===== src/rtl/pwm_duty_decoder.sv =====
// PWM period / high-time decoder: synchronizes pwm_in, detects edges and counts
// clk cycles rise-to-fall and rise-to-rise, with a no-edge timeout.
`timescale 1ns/1ps

module pwm_duty_decoder #(
    parameter int CNT_WIDTH = 16,
    parameter int TIMEOUT   = 65535
) (
    input  logic                 clk,
    input  logic                 rst,
    input  logic                 pwm_in,
    output logic [CNT_WIDTH-1:0] period,
    output logic [CNT_WIDTH-1:0] high_time,
    output logic                 valid,
    output logic                 timeout,
    output logic                 level
);

    typedef enum logic [1:0] {
        IDLE,
        MEAS_HIGH,
        MEAS_LOW
    } state_e;

    localparam logic [CNT_WIDTH-1:0] TIMEOUT_CNT = CNT_WIDTH'(TIMEOUT);
    localparam logic [CNT_WIDTH-1:0] CNT_ONE     = CNT_WIDTH'(1);

    state_e               state_q, state_d;
    logic                 sync1_q, sync2_q, prev_q;
    logic [1:0]           prime_q;
    logic [CNT_WIDTH-1:0] cnt_q, cnt_d;
    logic [CNT_WIDTH-1:0] hiTmp_q, hiTmp_d;
    logic [CNT_WIDTH-1:0] period_q, period_d;
    logic [CNT_WIDTH-1:0] highTime_q, highTime_d;
    logic                 valid_q, valid_d;
    logic                 timeout_q, timeout_d;
    logic                 primed, rise, fall, atLimit;
    logic [CNT_WIDTH-1:0] cntInc;

    // prime_q counts the edges until prev_q holds a real sample of pwm_in, so a line
    // that is already high when reset releases is not mistaken for a rising edge.
    always_ff @(posedge clk or posedge rst) begin
        if (rst) begin
            sync1_q <= 1'b0;
            sync2_q <= 1'b0;
            prev_q  <= 1'b0;
            prime_q <= 2'd0;
        end else begin
            sync1_q <= pwm_in;
            sync2_q <= sync1_q;
            prev_q  <= sync2_q;
            if (prime_q != 2'd3) begin
                prime_q <= prime_q + 2'd1;
            end
        end
    end

    assign primed  = (prime_q == 2'd3);
    assign rise    = primed & sync2_q & ~prev_q;
    assign fall    = primed & ~sync2_q & prev_q;
    assign level   = sync2_q;
    assign atLimit = (cnt_q >= TIMEOUT_CNT);
    assign cntInc  = (cnt_q == '1) ? cnt_q : cnt_q + CNT_ONE;

    always_ff @(posedge clk or posedge rst) begin
        if (rst) begin
            state_q    <= IDLE;
            cnt_q      <= '0;
            hiTmp_q    <= '0;
            period_q   <= '0;
            highTime_q <= '0;
            valid_q    <= 1'b0;
            timeout_q  <= 1'b0;
        end else begin
            state_q    <= state_d;
            cnt_q      <= cnt_d;
            hiTmp_q    <= hiTmp_d;
            period_q   <= period_d;
            highTime_q <= highTime_d;
            valid_q    <= valid_d;
            timeout_q  <= timeout_d;
        end
    end

    // An edge arriving in the same cycle the counter hits the limit wins over the timeout.
    always_comb begin
        state_d    = state_q;
        cnt_d      = cnt_q;
        hiTmp_d    = hiTmp_q;
        period_d   = period_q;
        highTime_d = highTime_q;
        valid_d    = 1'b0;
        timeout_d  = timeout_q;
        case (state_q)
            IDLE: begin
                if (rise) begin
                    state_d   = MEAS_HIGH;
                    cnt_d     = CNT_ONE;
                    timeout_d = 1'b0;
                end
            end
            MEAS_HIGH: begin
                if (fall) begin
                    hiTmp_d = cnt_q;
                    cnt_d   = cntInc;
                    state_d = MEAS_LOW;
                end else if (atLimit) begin
                    state_d   = IDLE;
                    cnt_d     = '0;
                    timeout_d = 1'b1;
                end else begin
                    cnt_d = cntInc;
                end
            end
            MEAS_LOW: begin
                if (rise) begin
                    period_d   = cnt_q;
                    highTime_d = hiTmp_q;
                    valid_d    = 1'b1;
                    cnt_d      = CNT_ONE;
                    state_d    = MEAS_HIGH;
                end else if (atLimit) begin
                    state_d   = IDLE;
                    cnt_d     = '0;
                    timeout_d = 1'b1;
                end else begin
                    cnt_d = cntInc;
                end
            end
            default: begin
                state_d = IDLE;
                cnt_d   = '0;
            end
        endcase
    end

    assign period    = period_q;
    assign high_time = highTime_q;
    assign valid     = valid_q;
    assign timeout   = timeout_q;

endmodule


===== config.mk =====
export PLATFORM = sky130hd
export DESIGN_NAME = pwm_duty_decoder
export DESIGN_NICKNAME = d
export VERILOG_FILES = /design/src/rtl/pwm_duty_decoder.sv
export SDC_FILE = /design/constraint.sdc
export NUM_CORES = 1
export LEC_CHECK = 0
export CAP_MARGIN = 15
export CORE_UTILIZATION = 50
export CTS_BUF_LIST = sky130_fd_sc_hd__clkbuf_4 sky130_fd_sc_hd__clkbuf_8
export DETAILED_ROUTE_END_ITERATION = 8
export PLACE_DENSITY = 0.85
export SLEW_MARGIN = 10
export SYNTH_ARGS = -nofsm -noshare
export SYNTH_HDL_FRONTEND = slang
export SYNTH_SLANG_ARGS = --single-unit

===== constraint.sdc =====
create_clock -name clk -period 3.84 [get_ports clk]
set_clock_uncertainty 0.15 [all_clocks]
set_input_delay 1.152 -clock clk [delete_from_list [all_inputs] [get_ports clk]]
set_output_delay 1.152 -clock clk [all_outputs]
set_load 0.05 [all_outputs]

==> key figures <==
Status
  – Outcome: completed

Detailed routing
  – Routed Antenna Nets: 0
  – Drt initial violations: 212
  – DRC: 0
  – Routed Wire Length: 6.73 mm
  – Wire per inst: 15.3 µm
  – First-pass detailed-route iteration total: 5
  – Vias: 2465
  – Post-DR vias/cell: 5.59

Placed design
  – Final GP Congestion: 0.941
  – Placed cell count: about 430
  – DPL Wire Length: 4.53 mm
  – # port buffers: 37

Job
  – Max-cap violations: 0

Floorplan
  – I/O pin count: 38
  – Die Area: ~6700 µm²
  – Core ar.: 6060 µm²
  – # rows: 28
  – Die width: 82.0 µm
  – Initial Utilization: 0.528
  – Die height: 82.0 µm

CTS
  – Setup bufs post-CTS: 0
  – H-tree depth: 3
  – Clk sinks: 73
  – Root buffer cell: clkbuf_8
  – Worst-Skew Late Latency: 340 ps
  – Clock transition at path regs: 70 ps
  – Clock tree buffer depth: 2
  – Hold_buf cts: 0
  – CTS tree: done
  – Total CTS buffers: 9
  – Resize count post-CTS: 0

Setup path
  – CP Class: flop to output port
  – Delay of the slowest cell on the worst path: 820 ps
  – Crit end category: output port
  – Worst setup SP type: flop
  – CP delay by family, top: buffers and inverters
  – Slowest cell on the critical path: clkdlybuf4s50_1
  – CP bufs+invs: 1
  – Arrival time of the worst setup path: about 1600 ps
  – CP Cell Sequence: clkdlybuf4s50_1
  – Critical path required time: 2540 ps
  – Max FO, Critical Path: 5

Global routing
  – Largest net degree at the start of global routing: between 40 and 50
  – Grt ovf: 0
  – Vias in the first global route: 2440
  – Initial antenna violation count: 0
  – First-pass GRT wire length: roughly 11 mm
  – GRT Total Usage: 0.226

Logic synthesis
  – Synthesized Nets: 336
  – Ys async rst share: 1.00
  – Mapped cell area: between 3000 and 4000 µm²
  – Area leader, netlist: dfrtp_1
  – Syn Area/Cell: 9.81 µm²
  – Synth cell count leaders: nand2_1 (101), dfrtp_1 (73), o21ai_0 (19)
  – #FFs+latches synth: 73
  – Number of synthesized flops with an enable pin: 0
  – Sequential fraction of the synthesis area: 0.571
  – Ys Warns: 0
  – Synth Flop Type: dfrtp_1
  – Cells after Synth: 326
  – Post-synth top area share: 0.571
  – Yosys cell types: 42
  – Top cells by area, synth: dfrtp_1 (57%), nand2_1 (12%), mux2_2 (4.6%), o21ai_0 (3.0%), ha_1 (2.7%)
  – Count leader, synth: nand2_1

STA
  – Rel. slew slack: 0.510
  – Minimum clock period: about 2900 ps
  – Fin crit share: 0.748
  – Setup_tns: 0 ps
  – Final Max Slew Viols: 0
  – Measured slew at the worst slew-check pin: 734 ps
  – Endpoints failing hold: 0
  – Final Setup Violations: 0
  – Fmax: 348 MHz
  – RSZ-0062 raised after global routing: no

Power
  – Overall power: about 1.9 mW
  – Lkg Pwr: 1.82 nW
  – Pwr dens: between 500 and 600 nW/µm²
  – VDD IR max: 0.378 mV

Final layout
  – Count of nets after finishing: 371
  – Fin cells: 441
  – Antenna fix cells: 0
  – Fillcell total: ~500
  – Final Util: 0.631
  – Syn-to-layout area delta: 19.6%
  – Share of layout cells above drive strength 1: 0.101

Min path
  – Hold/Removal Path Class: flop to flop
-- sequential cells by signal (all words and copies together) (netlist names) --
register and flops:
cnt_q 16, hiTmp_q 16, high_time 16, period 16
prime_q 2, state_q 2, level 1, prev_q 1
sync1_q 1, timeout 1, valid 1
-- cells in the final DEF (no fill, tap or decap), types with 2 or more instances in the layout --
master             n
or4_1              3
o21ai_0           19
nand4_1            2
nor2b_1            2
nand2_1          101
ha_1               7
a31oi_1            7
nor2_1             9
o31ai_1            4
buf_4              3
nand3b_1           3
inv_1              9
a41oi_1            3
mux2_2            13
and2_1             3
clkbuf_8          10
dfrtp_1           73
nand3_1            5
a21oi_1           16
and3_1             2
clkinv_2           3
clkdlybuf4s50_1   37
nor3_1             6
and4_1             2
-- power by group --
part / total [mW] / internal [mW] / switching (mW)
clock: 0.603 / 0.324 / 0.279
sequential: 0.862 / 0.820 / 0.0419
combinational: 0.455 / 0.147 / 0.308
-- final cells by class --
class                           count  area [µm²]  share of cell area
Clock buffer                       11         145              0.0379
Clock inverter                      5        53.8              0.0141
Sequential cell                    73        1830               0.477
Timing Repair Buffer               41         413               0.108
Tap cell                           75        93.8              0.0245
Inverter                           10        37.5             0.00981
Multi-Input combinational cell    226        1260               0.328
-- logic make-up (layout without fill, tap and decap cells) --
logic type / Yosys count / in the layout / share of synthesized area
muxes: 14 / 14 / 0.0489
DFF: 73 / 73 / 0.571
xor gates and xnor gates: 1 / 1 / 0.00274
and+or+nand+nor: 143 / 143 / 0.196
AOI/OAI and AO/OA: 61 / 61 / 0.118
buffers and inverters: 27 / 67 / 0.0360
adders and majority gates: 7 / 7 / 0.0274
-- layer usage --
metal,track usage,up-vias,wire [µm],share of wire
met5,0,-,0,0
met4,0.111,0,114,0.017
met3,0.0411,14,328,0.049
met2,0.362,75,3170,0.47
met1,0.296,1190,3120,0.46
li1,-,1186,-,-
-- through the flow --
| stage | area (µm²) | hold WS (ps) | worst slack [ps] |
|---|---|---|---|
| floorplan | 3200 | 181 | 685 |
| global placement | 3630 | 187 | 1270 |
| detailed placement | 3630 | 185 | 1160 |
| CTS | 3830 | 204 | 956 |
| global route | 3830 | 208 | 801 |
| finish | 3830 | 199 | 968 |
-- final timing paths --
path | slack [ps] | startpoint | to | depth (start not counted)
max | 970 | level | level | 1
min | 200 | sync1_q | level | 0
max reg2reg | 1010 | state_q[1] | cnt_q[7] | 8
min reg2reg | 200 | sync1_q | level | 0
max in group asynchronous | 1780 | rst | state_q[1] | 3
min in group asynchronous | 1110 | rst | high_time[5] | 2
Note: power is estimated with default switching activity, not from simulation.
